`config.mk`:
```
export PLATFORM = sky130hd
export DESIGN_NAME = universal_shiftreg
export DESIGN_NICKNAME = d
export VERILOG_FILES = /design/src/rtl/shiftreg_pkg.sv /design/src/rtl/shift_word_counter.sv /design/src/rtl/universal_shiftreg.sv
export SDC_FILE = /design/constraint.sdc
export NUM_CORES = 1
export LEC_CHECK = 0
export ABC_CLOCK_PERIOD_IN_PS = 1550
export BUFFER_PORTS_ARGS = -buffer_cell sky130_fd_sc_hd__buf_2
export CORE_MARGIN = 5
export CORE_UTILIZATION = 46
export DETAILED_ROUTE_END_ITERATION = 10
export PLACE_DENSITY = 0.76
export SETUP_SLACK_MARGIN = 0.5
export SYNTH_ARGS = -nofsm -noshare
export SYNTH_HDL_FRONTEND = slang
export SYNTH_SLANG_ARGS = --single-unit
```
`constraint.sdc`:
```
create_clock -name clk -period 1.55 [get_ports clk]
set_clock_uncertainty 0.05 [all_clocks]
set_input_delay 0.0775 -clock clk [delete_from_list [all_inputs] [get_ports clk]]
set_output_delay 0.0775 -clock clk [all_outputs]
set_load 0.02 [all_outputs]
```
`src/rtl/shiftreg_pkg.sv`:
```
// Shared definitions for the universal shift register slice.
// shift_mode_t is the 2-bit operation select carried on the mode port.
package shiftreg_pkg;

    typedef enum logic [1:0] {
        MODE_HOLD = 2'b00,
        MODE_SHR  = 2'b01,
        MODE_SHL  = 2'b10,
        MODE_LOAD = 2'b11
    } shift_mode_t;

endpackage

```
`src/rtl/shift_word_counter.sv`:
```
// Counts shifts and raises a one-cycle word_done strobe every WIDTH shifts.
// Ports:
//   clk       - rising-edge clock
//   reset     - synchronous active-high reset (cnt=0, word_done=0)
//   shift_en  - a shift (either direction) happens on this edge
//   clear     - parallel load on this edge: cnt=0, no strobe (beats shift_en)
//   cnt       - shifts taken in the current word
//   word_done - registered strobe, high for the cycle after the WIDTH-th shift
module shift_word_counter #(
    parameter int unsigned WIDTH = 8
) (
    input  logic                     clk,
    input  logic                     reset,
    input  logic                     shift_en,
    input  logic                     clear,
    output logic [$clog2(WIDTH)-1:0] cnt,
    output logic                     word_done
);

    localparam int unsigned CW = $clog2(WIDTH);
    localparam logic [CW-1:0] LAST = CW'(WIDTH - 1);

    always_ff @(posedge clk) begin
        if (reset) begin
            cnt       <= '0;
            word_done <= 1'b0;
        end else begin
            word_done <= 1'b0;
            if (clear) begin
                cnt <= '0;
            end else if (shift_en) begin
                if (cnt == LAST) begin
                    cnt       <= '0;
                    word_done <= 1'b1;
                end else begin
                    cnt <= cnt + CW'(1);
                end
            end
        end
    end

endmodule

```
`src/rtl/universal_shiftreg.sv`:
```
// WIDTH-bit universal shift register: hold, shift right, shift left, load.
// Optional rotate mode is built when UNIVERSAL_SHIFTREG_ROTATE_EN is defined.
// Ports:
//   clk       - rising-edge clock
//   reset     - synchronous active-high reset (q=RESET_VAL)
//   mode      - 00 hold, 01 shift right, 10 shift left, 11 parallel load
//   si        - serial in (MSB on shift right, LSB on shift left)
//   pin       - parallel load data
//   rot       - rotate instead of taking si (only with the macro defined)
//   q         - registered contents
//   so_r      - serial out for right shift, q[0]
//   so_l      - serial out for left shift, q[WIDTH-1]
//   word_done - one-cycle strobe after every WIDTH shifts
module universal_shiftreg
    import shiftreg_pkg::*;
#(
    parameter int unsigned          WIDTH     = 8,
    parameter logic [WIDTH-1:0]     RESET_VAL = '0
) (
    input  logic             clk,
    input  logic             reset,
    input  logic [1:0]       mode,
    input  logic             si,
    input  logic [WIDTH-1:0] pin,
`ifdef UNIVERSAL_SHIFTREG_ROTATE_EN
    input  logic             rot,
`endif
    output logic [WIDTH-1:0] q,
    output logic             so_r,
    output logic             so_l,
    output logic             word_done
);

    shift_mode_t             mode_s;
    logic                    fill_r;
    logic                    fill_l;
    logic [$clog2(WIDTH)-1:0] cnt_unused;

    assign mode_s = shift_mode_t'(mode);

    // Bit entering the vacated end: wraps the outgoing bit when rotating.
`ifdef UNIVERSAL_SHIFTREG_ROTATE_EN
    assign fill_r = rot ? q[0]       : si;
    assign fill_l = rot ? q[WIDTH-1] : si;
`else
    assign fill_r = si;
    assign fill_l = si;
`endif

    always_ff @(posedge clk) begin
        if (reset) begin
            q <= RESET_VAL;
        end else begin
            unique case (mode_s)
                MODE_SHR:  q <= {fill_r, q[WIDTH-1:1]};
                MODE_SHL:  q <= {q[WIDTH-2:0], fill_l};
                MODE_LOAD: q <= pin;
                default:   q <= q;
            endcase
        end
    end

    assign so_r = q[0];
    assign so_l = q[WIDTH-1];

    shift_word_counter #(
        .WIDTH (WIDTH)
    ) u_counter (
        .clk       (clk),
        .reset     (reset),
        .shift_en  ((mode_s == MODE_SHR) || (mode_s == MODE_SHL)),
        .clear     (mode_s == MODE_LOAD),
        .cnt       (cnt_unused),
        .word_done (word_done)
    );

endmodule
```
==> Word level (Yosys, flattened, before mapping) <==
Cells that the tools add are included.
{ "word_totals": {"wordCells": 16, "reg_bits": 12, "output_inout_bits": 11, "inputBits": 13} }
{ "classes": {"reduce_logical": 4, "eq_ne": 4, "n_mux": 3, "addsub": 1, "bitwise": 1} }
{ "ops": {"columns": ["operator", "count"], "rows": [
  ["one-hot mux 8 bit (3 select lines)", 1],
  ["== test 2 bit, second input constant", 2],
  ["adder 3 x 1 -> 3 bit, second input constant", 1],
  ["== test 3 bit, second input constant", 1],
  ["two-way mux 3 bit", 1],
  ["nonzero test 3 bit", 1],
  ["OR reduction 3 bit", 1],
  ["== test 2 x 1 -> 1 bit, second input constant", 1],
  ["OR reduction 2 bit", 1],
  ["logical OR 1 bit", 1],
  ["two-way mux 1 bit", 1],
  ["inverter 1 bit", 1]
]} }

==> Logic depth before layout (Yosys ltp) <==
{ "logic_depth": {"word_depth": 4, "depth_mapped": 6} }

==> By module <==
From an unflattened synthesis, not the netlist that was laid out.
{ "unflattened": {"hier_cells": 69, "area_unflattened_um2": 676.9} }
{ "modules_own_cells": {"columns": ["mod", "cells_each", "seq_area_each_um2", "instances", "area_per_inst_um2"], "rows": [
  ["universal_shiftreg", 54, 160.2, 1, 505.5],
  ["shift_word_counter", 15, 80.1, 1, 171.4]
]} }

==> Worst setup path after synthesis <==
Ideal clock, no wire load.
{ "synth_path": {"kind": "input -> register", "from": "input port mode[0]", "to": "register q[1]", "setup_slack_ns": 0.448, "arrival_time_ns": 0.956, "path_stages": 6, "n_path_buf": 1, "path_cell_list": "inv_1 > ha_1 > buf_2 > nor2_4 > a221oi_1 > a221oi_1"} }
{ "synth_via": {"elab_chain_len": 2, "elab_cells_between_ends": 5, "classes_between": "3 x eq/ne; 1 x mux; 1 x reduce/logical"} }
{ "synth_rtl": {"columns": ["element", "line_no", "text"], "rows": [
  ["start, declared", "universal_shiftreg.sv:22", "input logic [1:0] mode,"],
  ["== test 2 bit / == test 2 x 1 -> 1 bit (equally long branches)", "universal_shiftreg.sv:54", "unique case (mode_s)"],
  ["one-hot mux 8 bit (3 select lines) / nonzero test 3 bit (equally long branches)", null, null],
  ["end signal, assigned", "universal_shiftreg.sv:55", "MODE_SHR: q <= {fill_r, q[WIDTH-1:1]};"],
  ["end signal, assigned", "universal_shiftreg.sv:56", "MODE_SHL: q <= {q[WIDTH-2:0], fill_l};"],
  ["end signal, assigned", "universal_shiftreg.sv:57", "MODE_LOAD: q <= pin;"],
  ["end, declared", "universal_shiftreg.sv:28", "output logic [WIDTH-1:0] q,"]
]} }
Several ways; a longest one is shown, not always the timed one.
A chain may end at the register's enable or synchronous reset.

==> Final worst setup path <==
{ "layout_path": {"from": "register u_counter.cnt[0]", "to": "register u_counter.cnt[0]"} }
{ "layout_via": {"elab_chain_len": 2, "elab_cells_between_ends": 3, "classes_between": "1 x add/sub; 1 x eq/ne; 1 x mux"} }
{ "layout_rtl": {"columns": ["element", "line_no", "text"], "rows": [
  ["start, declared", "shift_word_counter.sv:16", "output logic [$clog2(WIDTH)-1:0] cnt,"],
  ["start signal, assigned", "shift_word_counter.sv:36", "cnt <= cnt + CW'(1);"],
  ["adder 3 x 1 -> 3 bit / == test 3 bit (equally long branches)", "shift_word_counter.sv:36, shift_word_counter.sv:32", null],
  ["two-way mux 3 bit (*)", "shift_word_counter.sv:32", "if (cnt == LAST) begin"]
]} }
Every way passes the cells marked *; elsewhere a longest branch is shown, timed or not.

==> impl_metrics.env <==
export IMPL_share_of_final_layout_standard_cells_stronger_than_drive_strength_1_pct=41.3
export IMPL_die_w_um=47.5
export IMPL_gp_congestion=0.769
export IMPL_post_synthesis_share_of_cell_area_spent_on_xor_and_xnor_gates_pct=0
export IMPL_vias_in_the_first_global_route=531
export IMPL_p_leak_uw=0.000360
export IMPL_library_cell_used_as_clock_root_buffer="clkbuf_4"
export IMPL_layout_commonest_cell="buf_2"
export IMPL_dr_vias=593
export IMPL_status="finished, final reports clean"
export IMPL_detail_route_vias_per_cell=5.54
export IMPL_tritoncts="yes"
export IMPL_timing_critical_path_required_ns=1.68
export IMPL_timing_setup_critical_path_class="register to register"
export IMPL_cpMaxStageDelayCell="dfxtp_2"
export IMPL_clk_transition_reported_paths_ns=0.08
export IMPL_place_port_buffers=23
export IMPL_die_area_sq_mm=0.00226
export IMPL_wirelength_routed_mm=1.45
export IMPL_critPathCaptureType="register"
export IMPL_clock_path_buffers=2
export IMPL_antenna_cells=0
export IMPL_cp_cell_sequence="ha_4, ha_4, nor2_1, mux2i_1, nor3_1"
export IMPL_worstHoldPathCells=3
export IMPL_floorplan_io_pins=24
export IMPL_start_util_pct=49.1
export IMPL_r2r_cells=5
export IMPL_top_achievable_clock_speed_mhz=923
export IMPL_area_share_of_fa_ha_maj_cells_after_synthesis_pct=11.6
export IMPL_number_of_clock_sinks=12
export IMPL_grt_first_pass_wirelength_mm=2.33
export IMPL_nNetsFinal=112
export IMPL_cts_htree_levels=1
export IMPL_period_needed_ns=1.08
export IMPL_synth_top_family_by_area="compound AO/OA/AOI/OAI gates"
export IMPL_whs_endpoint="q[4]"
export IMPL_yosys_register_bits=12
export IMPL_ir_worst_vdd_mv=0.536
export IMPL_hold_path_class="input pin to register"
export IMPL_synth_area_sq_um=647
export IMPL_mostFrequentLayoutCells="buf_2 (23), a221oi_1 (14), inv_1 (10), dfxtp_1 (10), nand2_1 (8)"
export IMPL_drcViolationCount=0
export IMPL_setup_tns_ns=0
export IMPL_crit_path_max_cell_delay_ns=0.35
export IMPL_slew_headroom_pct=80.5
export IMPL_firstDrtPassIters=4
export IMPL_crit_reg2reg_capture="u_counter.cnt[0]"
export IMPL_multiInputGateArea_sq_um=383
export IMPL_worst_hold_startpoint="pin[4]"
export IMPL_routedWlPerCell_um=13.5
export IMPL_p_r_area_growth_vs_syn_pct=30.0
export IMPL_synthesis_nets=88
export IMPL_core_region_area_sq_mm=0.00132
export IMPL_crit_path_leading_delay_family="flip-flops"
export IMPL_post_synth_cell_area_avg_sq_um=9.37
export IMPL_path_common_cell="ha_4"
export IMPL_synth_lib_cells_used_distinct=16
export IMPL_cp_arrival_ns=1.22
export IMPL_maxCapViolations=0
export IMPL_fillerInstances=111
export IMPL_detailedRoute_firstIterationViolations=17
export IMPL_syn_inst=69
export IMPL_total_number_of_placement_rows=13
export IMPL_largest_net_degree_at_the_start_of_global_routing=15
export IMPL_storage_element_area_sq_um=243
export IMPL_layout_cells_non_filler=107
export IMPL_grtUsageTotal_pct=14.3
export IMPL_grt_remaining_overflow=0
export IMPL_dpl_hpwl_mm=1.10
export IMPL_final_setup_violation_count=0
export IMPL_post_synth_and_or_nand_nor_area_fraction_pct=11.2
export IMPL_final_hold_viol_count=0
export IMPL_worst_slew_pin_transition_ns=0.293
export IMPL_postRouteAntennaNets=0
export IMPL_synthMuxAreaShare_pct=4.64
export IMPL_reg2reg_setup_slack_ns=0.47
export IMPL_grt_antenna_before_repair=0
export IMPL_postCtsHoldBufs=0
export IMPL_insertion_delay_ns=0.27
export IMPL_number_of_warning_messages_in_the_yosys_log=0
export IMPL_placed_cells_incl_taps=103
export IMPL_numCtsBuffers=3
export IMPL_critPathLaunchType="register"
export IMPL_final_core_utilization_pct=63.8
export IMPL_synth_sequential_area_ratio_pct=37.1
export IMPL_crit_buf_inv=0
export IMPL_die_height_um=47.5
export IMPL_critical_path_max_fanout=3
export IMPL_synth_compound_gate_area_share_pct=25.1
export IMPL_pd_cells_mw_per_mm2=907
export IMPL_finalMaxSlewViolations=0
export IMPL_rsz0062_at_grt="yes"
export IMPL_timing_final_crit_share_pct=69.9
export IMPL_reg2reg_from="u_counter.cnt[0]"
==> worst register-to-register path, stage by stage, from the launching register on <==
cell     delay [ns]
dfxtp_2        0.35
ha_4           0.16
ha_4           0.15
nor2_1         0.08
mux2i_1        0.07
nor3_1         0.15
==> layer usage <==
layer  share of wire [%]  global-route usage, %  routed length [um]
met4                0.76                   4.97                  11
met1                  46                   20.3                 660
met3                 6.9                   3.76                 100
met5                   0                      0                   0
met2                  47                   20.9                 676
==> how the worst max path moves through the flow <==
stage | start | end | cells past startpoint
floorplan | mode[0] | q[1] | 6
global placement | mode[0] | q[4] | 6
detailed placement | mode[0] | q[6] | 6
CTS | u_counter.cnt[0] | u_counter.cnt[0] | 5
global route | u_counter.cnt[0] | u_counter.cnt[0] | 5
finish | u_counter.cnt[0] | u_counter.cnt[0] | 5
==> through the flow <==
stage	total power, uW	area, sq um	hold WS, ns	worst slack (ns)
3_5_place_dp	513	778	0.298	0.230
4_1_cts	763	826	0.00736	0.458
2_1_floorplan	465	672	0.0937	0.492
6_report	762	841	0.00910	0.467
3_3_place_gp	509	778	0.291	0.279
5_1_grt	799	841	0.0274	0.405
==> area by class of cell <==
class,count,area share [%]
Inverter,10,4.46
Clock buffer,4,4.32
Tap cell,15,2.23
Timing Repair Buffer,24,14.6
Multi-Input combinational cell,42,45.5
Sequential cell,12,28.9
==> synthesized netlist by cell type <==
master / n / share of area [%]
buf_1: 1 / 0.58
nand2_1: 8 / 4.6
a221oi_1: 14 / 19
buf_4: 2 / 2.3
inv_1: 10 / 5.8
o21a_4: 1 / 2.3
dfxtp_1: 12 / 37
nor3_1: 4 / 3.1
a21oi_1: 2 / 1.5
ha_1: 6 / 12
buf_2: 2 / 1.5
a221oi_2: 1 / 2.3
mux2i_1: 3 / 4.6
nor2_1: 1 / 0.58
nor3b_1: 1 / 1.2
nor2_4: 1 / 1.7
==> report_power, final <==
part           switching [uW]  internal, uW
combinational            91.9          71.3
clock                     107           143
sequential               20.1           329
==> repair_timing <==
action	in CTS	in global routing
cloned	0	0
buffers inserted	0	0
hold endpoints to repair	0	0
pin swaps	1	0
setup endpoints to repair	2	10
resized for setup	2	3
==> state kept, by name, summed over array words and instances, names as in the netlist <==
signal / count
q: 8
u_counter.cnt: 3
u_counter.word_done: 1
==> logic make-up (layout without fill, tap and decap cells) <==
family | Yosys count | in the layout
AO/OA/AOI/OAI | 18 | 18
adder cells (fa/ha/maj) | 6 | 6
buffers and inverters | 15 | 38
flip-flops | 12 | 12
multiplexers | 3 | 3
AND/OR/NAND/NOR | 15 | 15
No activity file was read; power rests on OpenSTA's default activity.
